File: config.mk
export PLATFORM = sky130hd
export DESIGN_NAME = keccak_pad
export DESIGN_NICKNAME = d
export VERILOG_FILES = /design/src/rtl/keccak_pad.sv
export SDC_FILE = /design/constraint.sdc
export NUM_CORES = 1
export LEC_CHECK = 0
export CORE_AREA = 2 2 257 259
export DETAILED_ROUTE_END_ITERATION = 8
export DIE_AREA = 0 0 259 261
export GPL_ROUTABILITY_DRIVEN = 0
export HOLD_SLACK_MARGIN = 0.06
export PLACE_DENSITY_LB_ADDON = 0.08
export SETUP_SLACK_MARGIN = 0.15
export SYNTH_ARGS = -nofsm -noshare
export SYNTH_HDL_FRONTEND = slang
export SYNTH_SLANG_ARGS = --single-unit
File: constraint.sdc
create_clock -name clk -period 28.6 [get_ports clk]
set_input_delay 2.86 -clock clk [delete_from_list [all_inputs] [get_ports clk]]
set_output_delay 2.86 -clock clk [all_outputs]
set_load 0.1 [all_outputs]
File: src/rtl/keccak_pad.sv
// Keccak absorb front end: packs w-bit message words into r-bit rate blocks and
// applies FIPS202 padding (ds suffix + pad10*1). Optional error flag: KECCAK_PAD_ERR_EN.
module keccak_pad #(
  parameter int         d  = 512,
  parameter int         l  = 6,
  parameter int         w  = 2**l,
  parameter int         r  = 25*w - 2*d,
  parameter int         R  = r/w,
  parameter logic [7:0] ds = 8'h06
) (
  input  logic                    clk,
  input  logic                    reset,
  input  logic                    in_valid,
  output logic                    in_ready,
  input  logic [w-1:0]            in_data,
  input  logic                    in_last,
  input  logic [$clog2(w/8):0]    in_bytes,
  output logic                    blk_valid,
  input  logic                    blk_ready,
  output logic [r-1:0]            blk_data,
  output logic                    blk_last,
  output logic                    err
);
  localparam int NB = w/8;
  localparam int BW = $clog2(NB) + 1;
  localparam int CW = (R > 1) ? $clog2(R) : 1;

  // lane 0 sits in the MSBs so the packed buffer maps straight onto blk_data
  typedef logic [0:R-1][w-1:0] blk_t;
  typedef enum logic [1:0] {FILL, EMIT, EMIT_PAD} state_t;

  state_t        r_state;
  logic [CW-1:0] r_cnt;
  blk_t          r_buf;
  logic          r_rdy, r_vld, r_last, r_pend;

  logic          w_acc, w_bad, w_full, w_split;
  logic [BW-1:0] w_n;
  logic [w-1:0]  w_lane;
  blk_t          w_nbuf;

  function automatic blk_t pad_only();
    blk_t b;
    b = '0;
    b[0][7:0]      = ds;
    b[R-1][w-1-:8] = b[R-1][w-1-:8] | 8'h80;
    return b;
  endfunction

  assign w_acc   = in_valid & r_rdy;
  assign w_n     = w_bad ? '0 : in_bytes;
  assign w_full  = int'(w_n) >= NB;
  // full last word landing in the final lane: suffix spills into an extra block
  assign w_split = w_full && (r_cnt == CW'(R-1));

  always_comb begin
    w_lane = '0;
    for (int j = 0; j < NB; j++) begin
      if (!in_last || j < int'(w_n)) w_lane[8*j +: 8] = in_data[8*j +: 8];
      else if (j == int'(w_n))       w_lane[8*j +: 8] = ds;
    end
  end

  always_comb begin
    w_nbuf        = r_buf;
    w_nbuf[r_cnt] = w_lane;
    if (in_last && !w_split) begin
      if (w_full)
        w_nbuf[r_cnt + CW'(1)][7:0] = w_nbuf[r_cnt + CW'(1)][7:0] | ds;
      w_nbuf[R-1][w-1-:8] = w_nbuf[R-1][w-1-:8] | 8'h80;
    end
  end

  always_ff @(posedge clk or posedge reset) begin
    if (reset) begin
      r_state <= FILL;
      r_cnt   <= '0;
      r_buf   <= '0;
      r_rdy   <= 1'b0;
      r_vld   <= 1'b0;
      r_last  <= 1'b0;
      r_pend  <= 1'b0;
    end else begin
      case (r_state)
        FILL: begin
          r_rdy <= 1'b1;
          if (w_acc) begin
            r_buf <= w_nbuf;
            if (in_last || r_cnt == CW'(R-1)) begin
              r_state <= EMIT;
              r_rdy   <= 1'b0;
              r_vld   <= 1'b1;
              r_cnt   <= '0;
              r_last  <= in_last && !w_split;
              r_pend  <= in_last && w_split;
            end else begin
              r_cnt <= r_cnt + CW'(1);
            end
          end
        end
        EMIT, EMIT_PAD: begin
          if (blk_ready) begin
            if (r_pend) begin
              r_buf   <= pad_only();
              r_last  <= 1'b1;
              r_pend  <= 1'b0;
              r_state <= EMIT_PAD;
            end else begin
              r_buf   <= '0;
              r_vld   <= 1'b0;
              r_rdy   <= 1'b1;
              r_last  <= 1'b0;
              r_state <= FILL;
            end
          end
        end
        default: r_state <= FILL;
      endcase
    end
  end

`ifdef KECCAK_PAD_ERR_EN
  logic r_err;
  assign w_bad = (in_bytes > BW'(NB)) || (in_last && in_bytes == '0 && r_cnt != '0);
  always_ff @(posedge clk or posedge reset) begin
    if (reset)              r_err <= 1'b0;
    else if (w_acc && w_bad) r_err <= 1'b1;
  end
  assign err = r_err;
`else
  assign w_bad = 1'b0;
  assign err   = 1'b0;
`endif

  assign in_ready  = r_rdy;
  assign blk_valid = r_vld;
  assign blk_data  = r_buf;
  assign blk_last  = r_last;
endmodule
Yosys cells after proc, flatten, opt, wreduce, memory -nomap -nowiden
Index checks and enable logic that the tools add are counted.
{"block": "op_classes", "add_sub_neg": 1, "n_mul": 0, "n_div": 0, "n_lt_le_gt_ge": 13, "n_eq_ne": 14, "shift": 0, "n_mux": 56, "bitwise_logic": 3, "n_reduce_logical": 26}
{"op": "576-bit 2-to-1 mux", "n": 4}
{"op": "576-bit bitwise mux", "n": 2}
{"op": "576-bit one-hot mux with 2 select lines", "n": 1}
{"op": "515-bit 2-to-1 mux", "n": 1}
{"op": "64-bit demux with 4-bit select", "n": 2}
{"op": "64-bit binary-select mux with 4-bit select", "n": 1}
{"op": "8-bit 2-to-1 mux", "n": 11}
{"op": "64-bit 2-to-1 mux", "n": 1}
{"op": "3-bit 2-to-1 mux", "n": 8}
{"op": "4-bit == test, first input constant", "n": 4}
{"op": "3-bit by 4-bit less-than comparator with 1-bit output, first input constant", "n": 4}
{"op": "1-bit 2-to-1 mux", "n": 15}
{"op": "5-bit >= comparator, second input constant", "n": 2}
{"op": "5-bit by 1-bit less-than comparator with 1-bit output, second input constant", "n": 2}
{"op": "4-bit inverter with 5-bit output", "n": 2}
{"op": "1-bit logical OR", "n": 9}
{"op": "3-bit AND reduction", "n": 3}
{"op": "3-bit by 4-bit == test with 1-bit output, first input constant", "n": 2}
{"op": "1-bit by 4-bit less-than comparator with 1-bit output, first input constant", "n": 2}
{"op": "2-bit by 4-bit less-than comparator with 1-bit output, first input constant", "n": 2}
{"op": "2-bit 2-to-1 mux", "n": 4}
{"op": "2-bit != test, second input constant", "n": 4}
{"op": "1-bit one-hot mux with 2 select lines", "n": 4}
{"op": "1-bit logical AND", "n": 5}
{"op": "other kinds (17)", "n": 18}
{"block": "totals", "register_bits": 586, "latchBits": 0, "ramBits": 0, "mem_bits_ro": 0, "input_bits": 73, "mem_count": 0}

Logic depth before layout (Yosys ltp)
Gate-level depths: netlist (run 1).
{"block": "depth", "depth_word": 14, "mapped_depth": 12, "ltp_nobuf": 8}

Worst setup path after synthesis (run 1)
Ideal clock, no wire load.
{"block": "synth_path", "kind": "input-to-reg", "startpoint": "input in_last", "endpoint": "register r_buf, in the netlist blk_data[519]", "setup_ns": 0.123, "arrival_ns": 4.426, "t_required_ns": 28.477, "path_slack_ns": 24.051, "stages": 9, "path_cell_list": "buf_4 > or3b_1 > buf_2 > buf_6 > o21ai_4 > o2111ai_1 > nand4_2 > nand3_1 > a32o_1"}
{"block": "synth_via", "elab_chain_cells": 12}
{"item": "from (decl)", "line": "16", "rtl": "input logic in_last,"}
{"item": "1-bit logical NOT", "line": "59", "rtl": "if (!in_last || j < int'(w_n)) w_lane[8*j +: 8] = in_data[8*j +: 8];"}
{"item": "1-bit logical OR", "line": "59"}
{"item": "8-bit 2-to-1 mux", "line": "59"}
{"item": "576-bit bitwise mux", "line": "66", "rtl": "w_nbuf[r_cnt] = w_lane;"}
{"item": "64-bit binary-select mux with 4-bit select", "line": "69", "rtl": "w_nbuf[r_cnt + CW'(1)][7:0] = w_nbuf[r_cnt + CW'(1)][7:0] | ds;"}
{"item": "8-bit 2-to-1 mux (implied by the code) (2 in series)", "line": "69"}
{"item": "576-bit bitwise mux", "line": "69"}
{"item": "576-bit 2-to-1 mux", "line": "68", "rtl": "if (w_full)"}
{"item": "576-bit 2-to-1 mux *", "line": "67", "rtl": "if (in_last && !w_split) begin"}
{"item": "576-bit 2-to-1 mux *", "line": "87", "rtl": "if (w_acc) begin"}
{"item": "576-bit one-hot mux with 2 select lines *", "line": "84", "rtl": "case (r_state)"}
{"item": "to (signal assigned)", "line": "88", "rtl": "r_buf <= w_nbuf;"}
{"item": "to (signal assigned)", "line": "104", "rtl": "r_buf <= pad_only();"}
{"item": "to (decl)", "line": "34", "rtl": "blk_t r_buf;"}
Every way passes the cells marked *; elsewhere a longest branch is shown, timed or not. The select of a mux whose other input is x is not followed.
A chain may end at the register's enable or synchronous reset.

Final worst setup path (run 1)
{"block": "layout_path", "startpoint": "input in_valid", "endpoint": "register r_buf, in the netlist blk_data[63]"}
{"block": "layout_via", "elab_chain_cells": 3}
{"item": "from (decl)", "line": "13", "rtl": "input logic in_valid,"}
{"item": "1-bit bitwise AND", "line": "50", "rtl": "assign w_acc = in_valid & r_rdy;"}
{"item": "2-bit != test (no line)"}
{"item": "3-bit AND reduction (no line)"}
Every way passes these cells.

==> key figures, run 1 <==
Routing
  – Vias per std cell: 5.461
  – Initial drt markers: 2,383
  – Antenna Violating Nets Remaining: 0
  – Total wire length: 100,400 um
  – Drt wl/cell: 23.29 um
  – DRC violations left: 0
  – Via Count: 23,540
  – DR pass1 iterations: 6

Outcome
  – Outcome: finished clean

Synth
  – Post-Syn Area per Cell: 8.808 um2
  – Count leader, synth: nor2_1
  – Simple-gate share of the synthesized area: 19.44%
  – Post-Synthesis Cells: 2,874
  – Area fraction of the dominant cell type after synthesis: 57.93%
  – Largest family of logic cells by synthesized area: simple AND/OR/NAND/NOR gates
  – Number of synthesized flops with an enable pin: 0
  – Seq/Total Area, Yosys: 57.93%
  – Largest area contributor in the netlist: dfrtp_1
  – Synth Area in Adders: 0.2471%
  – Syn_nets: 2,952
  – Dominant synthesized flop cell: dfrtp_1
  – Top cells by count, synth: 951 x nor2_1, 586 x dfrtp_1, 534 x a21oi_1
  – Mapped Area: 0.02531 mm2
  – Synth warn: 0
  – Netlist cell types: 71
  – Flops & latches, synth: 586
  – Synth Area in Compound Gates: 18.33%
  – Top post-synthesis cells by area: dfrtp_1 58%, nor2_1 14%, a21oi_1 11%, nand2_1 2.8%, clkbuf_1 2.1%
  – Async set or reset register ratio after synthesis: 100.0%
  – Mux contribution to synthesized area: 0.1236%
  – XOR/XNOR share of the synthesized area: 0.1384%

Worst setup path
  – CP most frequent cell: buf_4
  – CP top delay family: buffers and inverters
  – Max stage delay on crit path: 0.98 ns
  – CP startpoint kind: input pin
  – Flop2flop setup slack: 24.17 ns
  – Critical Path RT: 29.08 ns
  – Crit path DAT: 6.88 ns
  – CP max FO: 222
  – Crit path buf inv count: 4
  – CP Class: in2reg
  – Worst-path cell chain: clkdlybuf4s50_1 -> nand2_1 -> a21oi_4 -> buf_4 -> buf_12 -> buf_4 -> a21oi_1 -> o22a_1
  – Critical Path Sink Type: register
  – Slowest cell on the critical path: buf_4

STA
  – Final setup viols: 0
  – Final hold vios: 0
  – Max-slew violation count: 0
  – Total negative slack: 0 ns
  – Final Skew: 0.01283 ns
  – Highest Clock Rate: 0.1562 GHz
  – Post-route minimum period: 6.400 ns
  – Worst-margin pin slew: 1.183 ns
  – Slew Limit Headroom: 21.16%
  – RSZ-0062 raised after global routing: no
  – Tcrit/Tclk final: 22.38%

GRT
  – GR Util All Layers: 29.12%
  – Largest net degree at the start of global routing: 223
  – Initial antenna violation count: 2
  – Grt ovf: 0
  – Vias in the first global route: 22,460
  – First-pass GRT wire length: 148,700 um

Die
  – Die Area: 0.06760 mm2
  – Row cnt: 94
  – Die Y: 261 um
  – Core ar.: 0.06504 mm2
  – Top Ports: 653
  – Initial Utilization: 38.92%
  – Die Wd: 259 um

Final layout
  – Synth-to-Final Area Change: 36.18%
  – Total Nets Final: 3,477
  – Design Area, Final: 0.03447 mm2
  – Non-filler cells, final: 4,310
  – Finished Core Util: 53.00%
  – Share of layout cells above drive strength 1: 4.994%

Clocking
  – Clk sinks: 586
  – Clk_lat worst skew: 0.59 ns
  – CTS root buf: clkbuf_16
  – H-tree depth: 3
  – Clock slew at reported path FFs: 0.06 ns
  – Gates resized, CTS repair: 0
  – CTS Buf Count: 67
  – Hold_buf cts: 0
  – CTS tree: built
  – Post-CTS Setup Inserts: 0
  – Clk buf depth: 3

Hold path
  – Worst hold path type: reg2reg

Placed design
  – Port bufs: 651
  – Hpwl dp: 68,680 um
  – DP Cell Count: 4,194
  – Placed inst area: 0.03228 mm2

Flow run
  – MaxCap Viol Count: 0
==> metrics by stage <==
step,hold WS [ns],setup slack [ns]
finish,0.5076,22.20
global route,0.5293,21.99
CTS,0.5156,22.37
detailed placement,0.4803,21.75
global placement,0.4757,21.75
floorplan,0.4600,9.342
==> state kept, by name (all words and copies together) (netlist names) <==
name	count
r_cnt	4
r_pend	1
blk_last	1
blk_valid	1
blk_data	576
r_state	2
in_ready	1
==> cell type report <==
class	instances	area, um2
Tap cell	864	1081
Antenna cell	2	5.005
Inverter	10	45.04
Fill cell	6032	30570
Multi-Input combinational cell	2059	9763
Sequential cell	586	14660
Timing Repair Buffer	675	6729
Clock buffer	95	1973
Clock inverter	19	212.7
==> tightest hold or removal path: stages (launching register included) <==
cell and delay (ns):
dfrtp_1 0.34, a21oi_1 0.06, nor2_1 0.07
==> cell usage in the layout (no fill, tap or decap), types with 4 or more instances in the layout <==
cell,count
nand3b_1,6
o22ai_1,4
o211ai_1,24
and3b_1,4
a22oi_1,23
o21ai_1,10
a21o_1,7
o22a_1,4
a21oi_1,532
buf_4,23
and3_1,5
clkbuf_1,10
o221ai_1,10
o21a_1,8
nor2_1,950
clkinv_2,12
o31ai_1,10
clkbuf_8,17
nand2_1,184
bufinv_16,4
clkbuf_16,68
a211oi_1,22
o2111ai_1,6
a31oi_1,4
nand2_2,6
dfrtp_1,586
ha_1,5
clkdlybuf4s50_1,649
nand2_4,6
a221o_1,5
a32o_1,20
a32oi_1,10
nand3_1,21
nor4_1,5
nand2b_1,4
o21ai_0,80
nor3_1,13
nor2b_1,10
inv_1,9
o21ai_2,6
==> worst paths after layout <==
| kind | from | to | depth (start not counted) |
|---|---|---|---|
| worst max-delay path | in_valid | blk_data[63]$_DFFE_PP0P_ | 8 |
| worst min-delay path | blk_data[143]$_DFFE_PP0P_ | blk_data[143]$_DFFE_PP0P_ | 2 |
| worst max register to register | r_state[0]$_DFFE_PP0P_ | blk_data[63]$_DFFE_PP0P_ | 9 |
| worst min register to register | blk_data[143]$_DFFE_PP0P_ | blk_data[143]$_DFFE_PP0P_ | 2 |
| max in group asynchronous | reset | blk_data[570]$_DFFE_PP0P_ | 4 |
| min in group asynchronous | reset | blk_data[45]$_DFFE_PP0P_ | 2 |
==> cell families (layout without fill, tap and decap cells) <==
family	count (synthesis)	count (layout)
compound gates	806	806
xor+xnor	4	4
fa+ha+maj	5	5
buf+inv	229	799
flops	586	586
mux	3	3
other cells	1	3
simple gates	1240	1240
==> routing by layer <==
layer  GRT usage [%]  wire, um
met5               0         0
met4           13.79      5081
met3           8.324      9677
met2           46.50     46980
met1           36.60     38650
Power of run 1 is not shown: default switching activity piles up to over one toggle a cycle in this logic, so the estimate is an artifact.
==> inputs of run 2 (changes only) <==
--- a/config.mk
+++ b/config.mk
@@ -5,9 +5,9 @@
 export SDC_FILE = /design/constraint.sdc
 export NUM_CORES = 1
 export LEC_CHECK = 0
-export CORE_AREA = 2 2 257 259
+export CORE_AREA = 2 2 255 257
 export DETAILED_ROUTE_END_ITERATION = 8
-export DIE_AREA = 0 0 259 261
+export DIE_AREA = 0 0 257 259
 export GPL_ROUTABILITY_DRIVEN = 0
 export HOLD_SLACK_MARGIN = 0.06
 export PLACE_DENSITY_LB_ADDON = 0.08
==> constraint.sdc (replaced) <==
create_clock -name clk -period 5.7 [get_ports clk]
set_input_delay 0.57 -clock clk [delete_from_list [all_inputs] [get_ports clk]]
set_output_delay 0.57 -clock clk [all_outputs]
set_load 0.1 [all_outputs]
==> run 2 against run 1 <==
Effect of this change: first-iteration DRC count down 1.3%; routed wire length rose by 2.5%; via count rose by 1.1%; critical path depth down 1; global-route usage rose by 1.1 points; worst setup slack got worse by 20 ns; die area fell by 1.5%; count of clock-buffer cells in the layout rose by 10; clock skew rose by 0.0062 ns; critical endpoint is now blk_data[302]$_DFFE_PP0P_; highest routed layer is now met5.
==> key figures, run 2 (synthesis results as in run 1) <==
Outcome
  – Outcome: finished clean

Worst setup path
  – Critical R2R Capture: blk_data[302]$_DFFE_PP0P_
  – CP startpoint kind: register
  – Critical Path Sink Type: register
  – FF-to-FF Start: r_cnt[0]$_DFFE_PP0P_
  – Flop2flop setup slack: 1.92 ns (-22.25 ns)
  – Crit path DAT: 4.23 ns (-2.65 ns)
  – CP Class: reg2reg
  – Path depth of the worst reg2reg path: 7 (-2)
  – Critical Path RT: 6.15 ns (-22.93 ns)
  – CP max FO: 106 (-52%)

Placed design
  – Placed inst area: 0.03240 mm2 (+0.36%)
  – Hpwl dp: 70,960 um (+3.3%)
  – Port bufs: 651 (unchanged)
  – Pre-CTS setup slack: 1.963 ns (-19.78 ns)

Die
  – Top Ports: 653 (unchanged)
  – Die Wd: 257 um (-0.77%)
  – Die Area: 0.06656 mm2 (-1.5%)
  – Initial Utilization: 39.63% (+0.71 points)
  – Die Y: 259 um (-0.77%)
  – Core ar.: 0.06388 mm2 (-1.8%)
  – Row cnt: 93 (-1.1%)

Final layout
  – Finished Core Util: 54.25% (+1.2 points)
  – Commonest non-fill, non-tap cell in the layout: nor2_1
  – Synth-to-Final Area Change: 36.89%
  – Total Nets Final: 3,487 (+0.29%)
  – Design Area, Final: 0.03465 mm2 (+0.52%)
  – Share of layout cells above drive strength 1: 5.176% (+0.18 points)
  – Fillers: 5,771 (-4.3%)
  – Most frequent cells in the layout: 950 x nor2_1, 650 x clkdlybuf4s50_1, 586 x dfrtp_1, 532 x a21oi_1, 184 x nand2_1
  – Largest register FFs: 576 (unchanged)

Flow run
  – MaxCap Viol Count: 0 (unchanged)

Clocking
  – Hold_buf cts: 0 (unchanged)
  – Clk buf depth: 3 (unchanged)
  – Post-CTS Setup Inserts: 0 (unchanged)
  – Clk sinks: 586 (unchanged)
  – CTS Buf Count: 68 (+1.5%)
  – Gates resized, CTS repair: 0 (unchanged)
  – Clock slew at reported path FFs: 0.06 ns (about the same)
  – H-tree depth: 3 (unchanged)
  – Clk_lat worst skew: 0.62 ns (+0.03 ns)
  – CTS root buf: clkbuf_16
  – CTS tree: built

Routing
  – Via Count: 23,790 (+1.1%)
  – Vias per std cell: 5.513 (+0.96%)
  – Drt wl/cell: 23.85 um (+2.4%)
  – Antenna Violating Nets Remaining: 0 (unchanged)
  – Initial drt markers: 2,353 (-1.3%)
  – Total wire length: 102,900 um (+2.5%)
  – DRC violations left: 0 (unchanged)
  – DR pass1 iterations: 6 (unchanged)

STA
  – Worst-margin pin slew: 1.309 ns (+0.1260 ns)
  – Highest Clock Rate: 0.2642 GHz
  – RSZ-0062 raised after global routing: no
  – Final hold vios: 0 (unchanged)
  – Max-slew violation count: 0 (unchanged)
  – Fin worst setup slack: 1.916 ns (-20.28 ns)
  – Slew Limit Headroom: 12.76% (-8.4 points)
  – Post-route minimum period: 3.784 ns
  – Final Skew: 0.01906 ns (+0.006230 ns)
  – Tcrit/Tclk final: 66.39%
  – Final setup viols: 0 (unchanged)

GRT
  – Initial antenna violation count: 5 (+3)
  – GR Util All Layers: 30.20% (+1.1 points)
  – Largest net degree at the start of global routing: 196 (-12%)
  – Grt ovf: 0 (unchanged)
  – Vias in the first global route: 22,920 (+2.1%)
  – First-pass GRT wire length: 152,300 um (+2.5%)

Hold path
  – Worst hold path type: in2async
run 2: area by class of cell:
| class | count | area, um2 | share of cell area, % |
|---|---|---|---|
| sequential | 586 | 14660 | 42.32 |
| inverter | 10 | 41.29 | 0.1192 |
| tap | 855 | 1070 | 3.087 |
| antenna | 2 | 5.005 | 0.01444 |
| clock buffer | 105 | 2063 | 5.954 |
| timing repair buffer | 684 | 6862 | 19.80 |
| multi-input combinational | 2059 | 9763 | 28.17 |
| clock inverter | 14 | 185.2 | 0.5344 |
run 2: how the worst max path moves through the flow:
stage	start	slack, ns	to
global placement	r_cnt[0]$_DFFE_PP0P_	2.01	blk_data[473]$_DFFE_PP0P_
CTS	r_cnt[0]$_DFFE_PP0P_	1.98	blk_data[281]$_DFFE_PP0P_
detailed placement	r_cnt[0]$_DFFE_PP0P_	1.96	blk_data[302]$_DFFE_PP0P_
floorplan	reset	-2.86	blk_data[0]$_DFFE_PP0P_
global route	r_cnt[0]$_DFFE_PP0P_	1.60	blk_data[301]$_DFFE_PP0P_
finish	r_cnt[0]$_DFFE_PP0P_	1.92	blk_data[302]$_DFFE_PP0P_
run 2: layer usage:
metal,part of all wire (%),track usage [%],vias up
li1,-,-,10720
met1,39,37.60,11590
met2,47,48.71,1232
met3,9.6,9.080,241
met4,4.9,13.36,4
met5,0.044,0,-
run 2: critical path: stages, from the launching register on:
cell	delay [ns]
dfrtp_1	0.90
inv_1	0.20
ha_1	0.40
nand3b_1	0.62
or2_4	1.03
nor2_1	0.10
a21oi_1	0.17
nor2_1	0.06
run 2: stage by stage:
stage          instances  hold slack, ns  TNS [ns]
2_1_floorplan       2874          0.4600  -1674.44
3_3_place_gp        4194          0.4716         0
3_5_place_dp        4194          0.4804         0
4_1_cts             4313          0.4405         0
5_1_grt             4315          0.4769         0
6_report            4315          0.4527         0
Power of run 2 is left out for the same reason.
